### src/rtl/ysyx_23060240_mem_arbiter.sv
// Shared memory-port arbiter between IFU and LSU.
// One outstanding access: IDLE grants a master (round-robin on ties), REQ drives
// the latched request until memory accepts it, WAIT collects the response or
// times out, RESP pulses the owner's response for one cycle.

// Per-master response holder: captures rdata/err when its access completes and
// keeps them stable until that master's next completion.
module ysyx_23060240_mem_arbiter_resp_hold #(
  parameter int DW = 32
) (
  input  logic          clk,
  input  logic          rst,
  input  logic          load,
  input  logic [DW-1:0] rdata_in,
  input  logic          err_in,
  output logic [DW-1:0] rdata,
  output logic          err
);

  // Capture the completing access result; hold otherwise.
  always_ff @(posedge clk) begin
    if (rst) begin
      rdata <= '0;
      err   <= 1'b0;
    end else if (load) begin
      rdata <= rdata_in;
      err   <= err_in;
    end
  end

endmodule

module ysyx_23060240_mem_arbiter #(
  parameter int AW      = 32,
  parameter int DW      = 32,
  parameter int TIMEOUT = 255
) (
  input  logic            clk,
  input  logic            rst,
  // IFU
  input  logic            ifu_req_valid,
  output logic            ifu_req_ready,
  input  logic [AW-1:0]   ifu_addr,
  output logic            ifu_resp_valid,
  output logic [DW-1:0]   ifu_rdata,
  output logic            ifu_resp_err,
  // LSU
  input  logic            lsu_req_valid,
  output logic            lsu_req_ready,
  input  logic [AW-1:0]   lsu_addr,
  input  logic            lsu_wen,
  input  logic [DW-1:0]   lsu_wdata,
  input  logic [DW/8-1:0] lsu_wmask,
  output logic            lsu_resp_valid,
  output logic [DW-1:0]   lsu_rdata,
  output logic            lsu_resp_err,
  // memory
  output logic            mem_req_valid,
  input  logic            mem_req_ready,
  output logic [AW-1:0]   mem_addr,
  output logic            mem_wen,
  output logic [DW-1:0]   mem_wdata,
  output logic [DW/8-1:0] mem_wmask,
  input  logic            mem_resp_valid,
  input  logic [DW-1:0]   mem_rdata,
  input  logic            mem_resp_err
);

  localparam int MW = DW / 8;
  localparam int TW = $clog2(TIMEOUT + 1);

  // Owner encoding doubles as the response-holder index.
  localparam logic OWN_IFU = 1'b0;
  localparam logic OWN_LSU = 1'b1;

  typedef enum logic [1:0] {
    S_IDLE,
    S_REQ,
    S_WAIT,
    S_RESP
  } state_t;

  typedef struct packed {
    logic [AW-1:0] addr;
    logic          wen;
    logic [DW-1:0] wdata;
    logic [MW-1:0] wmask;
  } mem_req_t;

  state_t          state, state_nxt;
  logic            owner, last_owner;
  mem_req_t        req_q, req_sel;
  logic [TW-1:0]   timer;

  logic            grant_ifu, grant_lsu;
  logic            resp_load;
  logic [DW-1:0]   resp_rdata;
  logic            resp_err;

  logic [1:0]          load_v;
  logic [1:0][DW-1:0]  hold_rdata;
  logic [1:0]          hold_err;

  // Grant only in IDLE and never while reset is being applied; on a tie the
  // master that did not own the previous access wins.
  always_comb begin
    grant_ifu = 1'b0;
    grant_lsu = 1'b0;
    if (state == S_IDLE && !rst) begin
      if (ifu_req_valid && lsu_req_valid) begin
        if (last_owner == OWN_IFU) grant_lsu = 1'b1;
        else                       grant_ifu = 1'b1;
      end else if (ifu_req_valid) begin
        grant_ifu = 1'b1;
      end else if (lsu_req_valid) begin
        grant_lsu = 1'b1;
      end
    end
  end

  // Request image to latch on grant; IFU accesses are always full-word reads.
  always_comb begin
    req_sel = '{addr: ifu_addr, wen: 1'b0, wdata: '0, wmask: '1};
    if (grant_lsu)
      req_sel = '{addr: lsu_addr, wen: lsu_wen, wdata: lsu_wdata, wmask: lsu_wmask};
  end

  // Next-state and completion result; writes always return zero data.
  always_comb begin
    state_nxt  = state;
    resp_load  = 1'b0;
    resp_rdata = '0;
    resp_err   = 1'b0;
    case (state)
      S_IDLE: if (grant_ifu || grant_lsu) state_nxt = S_REQ;
      S_REQ:  if (mem_req_ready)          state_nxt = S_WAIT;
      S_WAIT: begin
        if (mem_resp_valid) begin
          resp_load  = 1'b1;
          resp_rdata = req_q.wen ? '0 : mem_rdata;
          resp_err   = mem_resp_err;
          state_nxt  = S_RESP;
        end else if (timer == TW'(TIMEOUT - 1)) begin
          resp_load  = 1'b1;
          resp_err   = 1'b1;
          state_nxt  = S_RESP;
        end
      end
      S_RESP:  state_nxt = S_IDLE;
      default: state_nxt = S_IDLE;
    endcase
  end

  // State, ownership, latched request and WAIT timer.
  always_ff @(posedge clk) begin
    if (rst) begin
      state      <= S_IDLE;
      owner      <= OWN_IFU;
      last_owner <= OWN_IFU;
      req_q      <= '0;
      timer      <= '0;
    end else begin
      state <= state_nxt;
      if (grant_ifu || grant_lsu) begin
        owner      <= grant_lsu ? OWN_LSU : OWN_IFU;
        last_owner <= grant_lsu ? OWN_LSU : OWN_IFU;
        req_q      <= req_sel;
      end
      if (state == S_REQ && mem_req_ready) timer <= '0;
      else if (state == S_WAIT)            timer <= timer + TW'(1);
    end
  end

  // Only the owner's holder captures the result.
  assign load_v[OWN_IFU] = resp_load && (owner == OWN_IFU);
  assign load_v[OWN_LSU] = resp_load && (owner == OWN_LSU);

  for (genvar i = 0; i < 2; i++) begin : g_port
    ysyx_23060240_mem_arbiter_resp_hold #(.DW(DW)) u_hold (
      .clk      (clk),
      .rst      (rst),
      .load     (load_v[i]),
      .rdata_in (resp_rdata),
      .err_in   (resp_err),
      .rdata    (hold_rdata[i]),
      .err      (hold_err[i])
    );
  end

  assign ifu_req_ready  = grant_ifu;
  assign lsu_req_ready  = grant_lsu;

  assign ifu_resp_valid = !rst && state == S_RESP && owner == OWN_IFU;
  assign lsu_resp_valid = !rst && state == S_RESP && owner == OWN_LSU;
  assign ifu_rdata      = hold_rdata[OWN_IFU];
  assign ifu_resp_err   = hold_err[OWN_IFU];
  assign lsu_rdata      = hold_rdata[OWN_LSU];
  assign lsu_resp_err   = hold_err[OWN_LSU];

  assign mem_req_valid  = !rst && state == S_REQ;
  assign mem_addr       = req_q.addr;
  assign mem_wen        = req_q.wen;
  assign mem_wdata      = req_q.wdata;
  assign mem_wmask      = req_q.wmask;

endmodule

### config.mk
export PLATFORM = sky130hd
export DESIGN_NAME = ysyx_23060240_mem_arbiter
export DESIGN_NICKNAME = d
export VERILOG_FILES = /design/src/rtl/ysyx_23060240_mem_arbiter.sv
export SDC_FILE = /design/constraint.sdc
export NUM_CORES = 1
export LEC_CHECK = 0
export ABC_AREA = 1
export ABC_CLOCK_PERIOD_IN_PS = 4700
export CORE_MARGIN = 10
export CORE_UTILIZATION = 46
export CTS_CLUSTER_DIAMETER = 80
export CTS_CLUSTER_SIZE = 14
export DETAILED_ROUTE_END_ITERATION = 7
export MAX_ROUTING_LAYER = met4
export PLACE_DENSITY_LB_ADDON = 0.15
export SLEW_MARGIN = 20
export SYNTH_ARGS = -nofsm -noshare
export SYNTH_HDL_FRONTEND = slang
export SYNTH_SLANG_ARGS = --single-unit
### constraint.sdc
create_clock -name clk -period 4.7 [get_ports clk]
set_input_delay 0.94 -clock clk [delete_from_list [all_inputs] [get_ports clk]]
set_output_delay 0.94 -clock clk [all_outputs]
set_load 0.05 [all_outputs]
==> results.md, run 1 <==
* Run status: completed
* DR iter-0 viols at 470
* H-tree depth at 4
* CP Buf/Inv Count at 3
* Vias in the first global route at 6418
* Area Overhead vs Synth at 51.8%
* Hold Buf Count CTS at 0
* Headroom to the max-slew limit at roughly 40%
* IO Pins at 280
* Ys flop type: dfxtp_1
* CP max-delay cell: dfxtp_1
* WHS at around 0.44 ns
* Reg2reg start: timer[1]
* Total chip power at 3.96 mW
* Crit path launch type: register
* Period utilization at about three quarters
* Crit-path max cell delay at 0.90 ns
* Final setup viols at 0
* Die X at approximately 140 um
* Post-CTS Setup Inserts at 0
* RSZ-0062 raised after global routing: no
* # clock sinks at ~150
* Synth top area cells: dfxtp_1 (46%), nand2_1 (12%), a21oi_1 (8.1%)
* Die area at 0.0189 mm2
* Synthesized area per cell at ~7.3 um2
* Placeable Area at around 0.013 mm2
* Clock buffers created by TritonCTS at 17
* Post-Synth Adder-Cell Area at ~1.4%
* First-pass GRT wire length at 34600 um
* Antenna Nets Post-Route at 0
* Dpl ws at ~1.3 ns
* Clock skew at around 0.0057 ns
* CP Capture Type: output port
* Final HPWL DP at 16000 um
* Post-route core utilization at a little under three quarters
* Clock buffer depth at 2
* Synth area leader: dfxtp_1
* Share of the synthesized area in the top cell type at 46.1%
* Standard-cell rows at 42
* Total wire length at 23100 um
* Leakage at approximately 3.8 nW
* Hold crit path type: reg -> reg
* Largest net degree at the start of global routing at 84
* Setup slack, reg-to-reg at 2.04 ns
* Post-synth ARST share at 0%
* Final Hold Viols at 0
* Synth Area in XOR/XNOR at 0%
* Worst EP arrival at about 2.7 ns
* Routability Congestion at 0.834
* Dpl cells at ~1300
* Total of warnings raised by yosys at 0
* CTS Root Cell: clkbuf_16
* Cells after Synth at between 800 and 900
* CTS tree: yes
* Crit-path cells: inv_2, a21oi_2, buf_4, buf_12
* DRT Pass-1 Iters at 5
* FMAX at 276 MHz
* Chip height at 137 um
* Worst-Skew Late Latency at 0.41 ns
* Yosys cell types at 28
* Hold_sp: g_port[0].u_hold.err
* WP depth at 4
* Clock Pin Slew Worst Setup and Hold Paths at roughly 0.06 ns
* Ratio of cells with drive above 1 in the final layout at 4.65%
* Compound-Gate Fraction of Synth Area at 9.05%
* Placed cell area at a little over 0.009 mm2
* Min Clock Period, post-route at approximately 3.6 ns
* Number of port buffers at 279
* Post-synthesis sequential area ratio at 46.1%
* Syn nets at 1019
* Least-Margin Pin Slew at 0.904 ns
* R2R Path End: g_port[0].u_hold.rdata[8]
* DR WL/cell at 17.8 um
* CP max FO at 35
* Largest family of logic cells by synthesized area: simple AND/OR/NAND/NOR gates
* Synthesized cell area at about 0.0063 mm2
* PwrDens at between 400 and 500 mW/mm2
* Max IR drop VDD at ~0.31 mV
* Mux cell area share after synthesis at 0%
* Layout Nets at 1255
* Smallest setup slack after layout at 1.08 ns
* Post-Layout Cell Count at 1295
* Post-synthesis register bit count at ~150
* GRT overflow at 0
* Family with the most delay on the worst path: buffers and inverters
* Fin. max-slew vios at 0
* Starting Density at 47.3%
* Setup tns final at 0 ns
* Fin area at 0.00963 mm2
* Critical Path Start: last_owner
* Number of enable flip-flop cells after synthesis at 0
* Req. time, crit path at between 3 and 4 ns
* Post-cts resize count at 0
* Via/cell ratio at 5.19
* Antenna violations before repair at 0
* Synth Area in Simple Gates at 32.6%
* Reg2Reg Depth at 8
* Vias at 6720
* Crit path kind: reg -> out
* Setup crit end: ifu_req_ready
* All-Layer GR Usage at roughly 24%
* DR DRC count at 0
* Maxcap violations at 0
-- kinds of logic (layout without fill, tap and decap cells) --
| group | count (synthesis) | after routing |
|---|---|---|
| and+or+nand+nor | 452 | 452 |
| AOI/OAI and AO/OA | 113 | 113 |
| other | 0 | 1 |
| adders and majority gates | 7 | 7 |
| DFF | 146 | 146 |
| buffers and inverters | 154 | 400 |
-- state kept, by name (all words and copies together), names as in the netlist, 2 cells and up --
signal               flops
mem_wdata               32
g_port.u_hold.err        2
mem_addr                32
g_port.u_hold.rdata     64
state                    2
mem_wmask                4
timer                    8
-- worst register-to-register path: stages, from the launching register on --
cell     delay [ns]
dfxtp_1        0.40
ha_1           0.18
nand2_1        0.05
nor2_1         0.11
nand2_2        0.09
nand2_4        0.49
nand3_2        0.81
nand2_1        0.28
a21oi_1        0.09
-- worst min-delay path by stage --
stage | endpoint | depth (start not counted)
global placement | g_port[1].u_hold.err | 2
floorplan | timer[7] | 2
finish | g_port[0].u_hold.err | 2
global route | g_port[0].u_hold.rdata[19] | 2
CTS | g_port[0].u_hold.err | 2
detailed placement | g_port[0].u_hold.err | 2
-- synthesized netlist by cell type (6+ instances only) --
master and number:
a21oi_1 103, buf_2 20, buf_6 9, clkbuf_1 33, dfxtp_1 146, ha_1 7
inv_1 81, nand2_1 210, nand3_1 103, nand4_1 68, nor2_1 54, nor3_1 6
o21ai_0 6
-- power by group --
part	switching [mW]	total, mW	internal, mW
Combinational	0.863	1.27	0.407
Clock	0.487	1.27	0.787
Sequential	0.0756	1.41	1.34
Total	1.43	3.96	2.53
-- layout by cell type, fill, tap and decap left out, types with 2 or more instances in the layout --
cell type,count
clkbuf_1,2
o21ai_0,6
ha_1,6
clkdlybuf4s50_1,276
buf_12,2
nand3_4,2
inv_2,2
nand3_2,2
clkbuf_16,17
nand3_1,103
a21oi_1,103
nor3b_1,2
dfxtp_1,146
nand4_1,68
clkbuf_8,5
buf_4,9
clkinv_2,3
inv_1,81
nand2_1,210
nor3_1,6
nor2_1,54
-- final cells by class --
| cell class | count | area [um2] |
|---|---|---|
| diodes | 1 | 2.50 |
| fillers | 1113 | 3770 |
| clock inverters | 5 | 52.6 |
| repair buffers | 287 | 2870 |
| inverters | 84 | 320 |
| flip-flops and latches | 146 | 2920 |
| well taps | 176 | 220 |
| clock buffers | 24 | 502 |
| multi-input cells | 572 | 2740 |
-- metal layers --
metal	vias to the layer above	part of all wire, %	wire, um	global-route usage (%)
li1	3333	-	-	-
met1	3082	38	8780	26.0
met2	271	47	10900	38.0
met3	34	13	2910	12.7
met4	0	1.9	439	6.62
met5	-	0	0	-
Note: power is estimated with default switching activity, not from simulation.
==> run 2, diff against run 1 <==
Settings changed: ABC_CLOCK_PERIOD_IN_PS 4700 to 3500, CORE_UTILIZATION 46 to 42.
Clock period 4.7 ns to 3.5 ns, I/O delays scaled along.
==> results.md, run 2 (same netlist as run 1, synthesis figures left out) <==
* Number of flip-flops in the largest register at 64
* Maxcap violations at 0
* PwrDens at ~560 mW/mm2
* Clock buffers created by TritonCTS at 17
* CP Capture Type: output port
* Final Hold Viols at 0
* Vias in the first global route at approximately 6500
* CP max FO at 4
* Fin area at ~0.01 mm2
* Ratio of cells with drive above 1 in the final layout at 5.43%
* DR iter-0 viols at approximately 500
* Post-cts resize count at 0
* Worst EP arrival at 2.08 ns
* Clock skew at 0.00654 ns
* Total chip power at between 5 and 6 mW
* Crit path kind: reg -> out
* Fin. max-slew vios at 0
* Least-Margin Pin Slew at approximately 0.79 ns
* Die X at 143 um
* ANT cells at 0
* Placeable Area at 0.0146 mm2
* Vias at 6698
* DRT Pass-1 Iters at 5
* First-pass GRT wire length at 35600 um
* Starting Density at 43.3%
* Largest net degree at the start of global routing at 68
* Chip height at 143 um
* Final setup viols at 0
* Req. time, crit path at 2.80 ns
* Leakage at 3.84 nW
* IO Pins at 280
* Post-route core utilization at 66.4%
* Fill cell count at 1279
* # clock sinks at between 100 and 150
* Hold crit path type: reg -> reg
* Area Overhead vs Synth at 53.2%
* Total wire length at between 20000 and 25000 um
* Commonest non-fill, non-tap cell in the layout: clkdlybuf4s50_1
* Placed cell area at 0.00912 mm2
* GRT overflow at 0
* Setup tns final at 0 ns
* Via/cell ratio at 5.12
* Die area at 0.0204 mm2
* Layout Nets at 1260
* DR DRC count at 0
* Largest Register: g_port.u_hold.rdata
* Hold Buf Count CTS at 0
* Crit path launch type: register
* Clock Pin Slew Worst Setup and Hold Paths at 0.06 ns
* Worst-Skew Late Latency at 0.43 ns
* Routability Congestion at 0.797
* Post-CTS Setup Inserts at 0
* Run status: completed
* Final HPWL DP at 16300 um
* Hold Path Stages at 2
* Min Clock Period, post-route at approximately 2.8 ns
* Commonest cells after routing, fill and taps aside: clkdlybuf4s50_1 (275), nand2_1 (210), dfxtp_1 (146)
* FMAX at 360 MHz
* Antenna violations before repair at 0
* Antenna Nets Post-Route at 0
* Number of port buffers at 279
* Reg2Reg Depth at 6
* H-tree depth at 4
* Post-Layout Cell Count at about 1300
* CTS Root Cell: clkbuf_16
* Headroom to the max-slew limit at around 47%
* CTS tree: yes
* Standard-cell rows at 44
* All-Layer GR Usage at 22.8%
* Clock buffer depth at 2
* Period utilization at 79.4%
* Max IR drop VDD at around 0.37 mV
* RSZ-0062 raised after global routing: no
* Dpl cells at 1278
* DR WL/cell at 17.7 um
run 2: cell types whose count changed in the layout (fill, tap and decap cells not counted), sizes merged:
| cell | delta |
|---|---|
| clkinvlp | +1 |
| clkinv | +2 |
| clkbuf | -4 |
| diode | -1 |
| bufinv | +2 |
| clkdlybuf4s50 | -1 |
| buf | +6 |
run 2: layout make-up:
class | instances | area (um2) | share of cell area [%]
inverter | 84 | 320 | 3.30
tap | 184 | 230 | 2.37
timing repair buffer | 292 | 2910 | 29.9
clock buffer | 20 | 467 | 4.80
clock inverter | 10 | 134 | 1.38
sequential | 146 | 2920 | 30.1
multi-input combinational | 572 | 2740 | 28.2
run 2: final timing paths:
kind | start | endpoint | slack, ns
max | state[1] | mem_req_valid | 0.72
min | g_port[1].u_hold.err | g_port[1].u_hold.err | 0.45
max reg2reg | state[0] | g_port[1].u_hold.rdata[23] | 1.15
min reg2reg | g_port[1].u_hold.err | g_port[1].u_hold.err | 0.45
run 2: worst max-delay path: stages (launching register included):
cell and delay, ns:
dfxtp_1 0.35, inv_1 0.11, ha_1 0.18, inv_1 0.11, nor2_1 0.10, clkdlybuf4s50_1 0.82
run 2: metal layers:
layer  part of all wire, %  GRT usage, %
met1                    39          25.6
met2                    47          35.1
met3                    12          10.5
met4                   2.2          7.93
met5                     0             -
run 2: through the flow:
step	worst slack [ns]	hold slack, ns
floorplan	0.649	0.450
global placement	0.875	0.431
detailed placement	0.806	0.434
CTS	0.693	0.443
global route	0.630	0.457
finish	0.722	0.446
run 2: where the power goes:
group	internal, mW	switching, mW	leakage (nW)
sequential	1.79	0.0791	1.18
clock	1.16	0.693	0.294
combinational	0.558	1.17	2.36
total	3.52	1.95	3.84
==> run 3, diff against run 2 <==
Settings changed: ABC_CLOCK_PERIOD_IN_PS 3500 to 2400, CORE_UTILIZATION 42 to 38.
Clock period 3.5 ns to 2.4 ns, I/O delays scaled along.
==> results.md, run 3 (same netlist as run 1, synthesis figures left out) <==
* RSZ-0062 raised after global routing: no
* Clock buffer depth at 2
* Number of port buffers at 279
* # clock sinks at 146
* Via/cell ratio at approximately 4.9
* Vias in the first global route at ~6400
* Req. time, crit path at 1.92 ns
* Vias at between 6000 and 7000
* Total chip power at 7.86 mW
* H-tree depth at 4
* Largest Register: g_port.u_hold.rdata
* Crit-path max cell delay at between 0.3 and 0.4 ns
* Setup slack, reg-to-reg at 0.39 ns
* Die area at 0.0223 mm2
* Area Overhead vs Synth at 54.8%
* All-Layer GR Usage at between 20% and 30%
* Post-route core utilization at between 50% and 60%
* GRT overflow at 0
* Worst EP arrival at 1.71 ns
* Ratio of cells with drive above 1 in the final layout at 6.35%
* DRT Pass-1 Iters at 4
* Final setup viols at 0
* Hold crit path type: in -> reg
* CP Capture Type: output port
* Run status: completed
* CP max FO at 5
* Chip height at 149 um
* FMAX at 457 MHz
* Number of flip-flops in the largest register at between 60 and 70
* Final Hold Viols at 0
* Routability Congestion at 0.829
* Crit path kind: reg -> out
* Clock skew at 0.0103 ns
* DR iter-0 viols at 413
* Headroom to the max-slew limit at 34.4%
* Antenna Nets Post-Route at 0
* Total wire length at 23300 um
* GR Util met3 at 10.3%
* Crit-path cells: inv_1, ha_1, nand3_4, a21oi_4, buf_12
* Die X at 149 um
* Maxcap violations at 0
* CTS Root Cell: clkbuf_16
* DR DRC count at 0
* Setup tns final at 0 ns
* Clock Pin Slew Worst Setup and Hold Paths at roughly 0.06 ns
* Final HPWL DP at 16700 um
* R2R Path End: g_port[1].u_hold.rdata[18]
* Commonest cells after routing, fill and taps aside: clkdlybuf4s50_1 (273), nand2_1 (210), dfxtp_1 (146)
* Crit path launch type: register
* Largest net degree at the start of global routing at 89
* Placeable Area at 0.0165 mm2
* Standard-cell rows at 47
* Reg2Reg Depth at 9
* Setup crit end: lsu_req_ready
* Antenna violations before repair at 0
* Fin. max-slew vios at 0
* Post-cts resize count at 0
* Leakage at roughly 3.9 nW
* Clock buffers created by TritonCTS at 17
* Max IR drop VDD at slightly below 0.5 mV
* Met1 Use GR at 24.4%
* PwrDens at 800 mW/mm2
* CP max-delay cell: dfxtp_1
* Period utilization at about nine tenths
* Least-Margin Pin Slew at 0.984 ns
* Worst-Skew Late Latency at between 0.4 and 0.5 ns
* ANT cells at 0
* DR WL/cell at 17.2 um
* Met2 Track Usage GR at 31.0%
* CTS tree: yes
* Hold Buf Count CTS at 0
* Reg2reg start: state[0]
* Busiest grt layer: met2
* Commonest non-fill, non-tap cell in the layout: clkdlybuf4s50_1
* Post-CTS Setup Inserts at 0
* Min Clock Period, post-route at around 2.2 ns
* First-pass GRT wire length at 35600 um
* Fill cell count at 1556
* Starting Density at 38.5%
* Layout Nets at 1267
* Critical Path Start: state[0]
* IO Pins at 280
## run 3: changes by cell type in the layout (fill, tap and decap cells not counted), sizes merged
cell,previous run,this run
buf,17,26
bufinv,3,1
clkbuf,20,22
clkdlybuf4s50,275,273
clkinv,5,6
clkinvlp,2,3
## run 3: worst min-delay path by stage
stage / cells past startpoint / endpoint / startpoint / slack [ns]
detailed placement: 2 / g_port[0].u_hold.err / g_port[0].u_hold.err / 0.44
finish: 2 / g_port[1].u_hold.rdata[25] / rst / 0.37
CTS: 2 / g_port[0].u_hold.rdata[25] / rst / 0.35
floorplan: 2 / timer[7] / timer[7] / 0.45
global route: 2 / g_port[1].u_hold.rdata[28] / rst / 0.36
global placement: 2 / g_port[0].u_hold.err / g_port[0].u_hold.err / 0.43
## run 3: final cells by class
cell class                      count  area [um2]  area share [%]
Inverter                           84         320            3.26
Timing Repair Buffer              299        2990            30.4
Clock inverter                     10        82.6           0.841
Tap cell                          220         275            2.80
Sequential cell                   146        2920            29.8
Clock buffer                       22         484            4.93
Multi-Input combinational cell    572        2750            28.0
## run 3: routing by layer
layer	share of wire, %	vias to the layer above
met5	0	-
met3	11	20
met4	1.3	0
li1	-	3371
met1	42	2967
met2	46	242
## run 3: worst max-delay path: cells and delay by family, from the launching register on
kind | cells | cell delay, ns
AO/OA/AOI/OAI | 1 | 0.22
adder cells (fa/ha/maj) | 1 | 0.31
flip-flops | 1 | 0.34
AND/OR/NAND/NOR | 1 | 0.13
buffers and inverters | 2 | 0.29
## run 3: power by group
| part | internal [mW] | switching (mW) | total (mW) |
|---|---|---|---|
| Clock | 1.52 | 1.04 | 2.56 |
| Sequential | 2.62 | 0.118 | 2.73 |
| Combinational | 0.853 | 1.71 | 2.56 |
| Total | 4.99 | 2.87 | 7.86 |
## run 3: per-stage QoR
stage                     hold WS (ns)  setup WS [ns]  std cells  cell area (um2)
final                            0.369          0.210       1353             9820
after floorplan                  0.450          0.229        872             6350
after global placement           0.435          0.295       1321             9250
after CTS                        0.352          0.175       1353             9820
after global routing             0.361         0.0668       1353             9820
after detailed placement         0.436          0.231       1321             9250
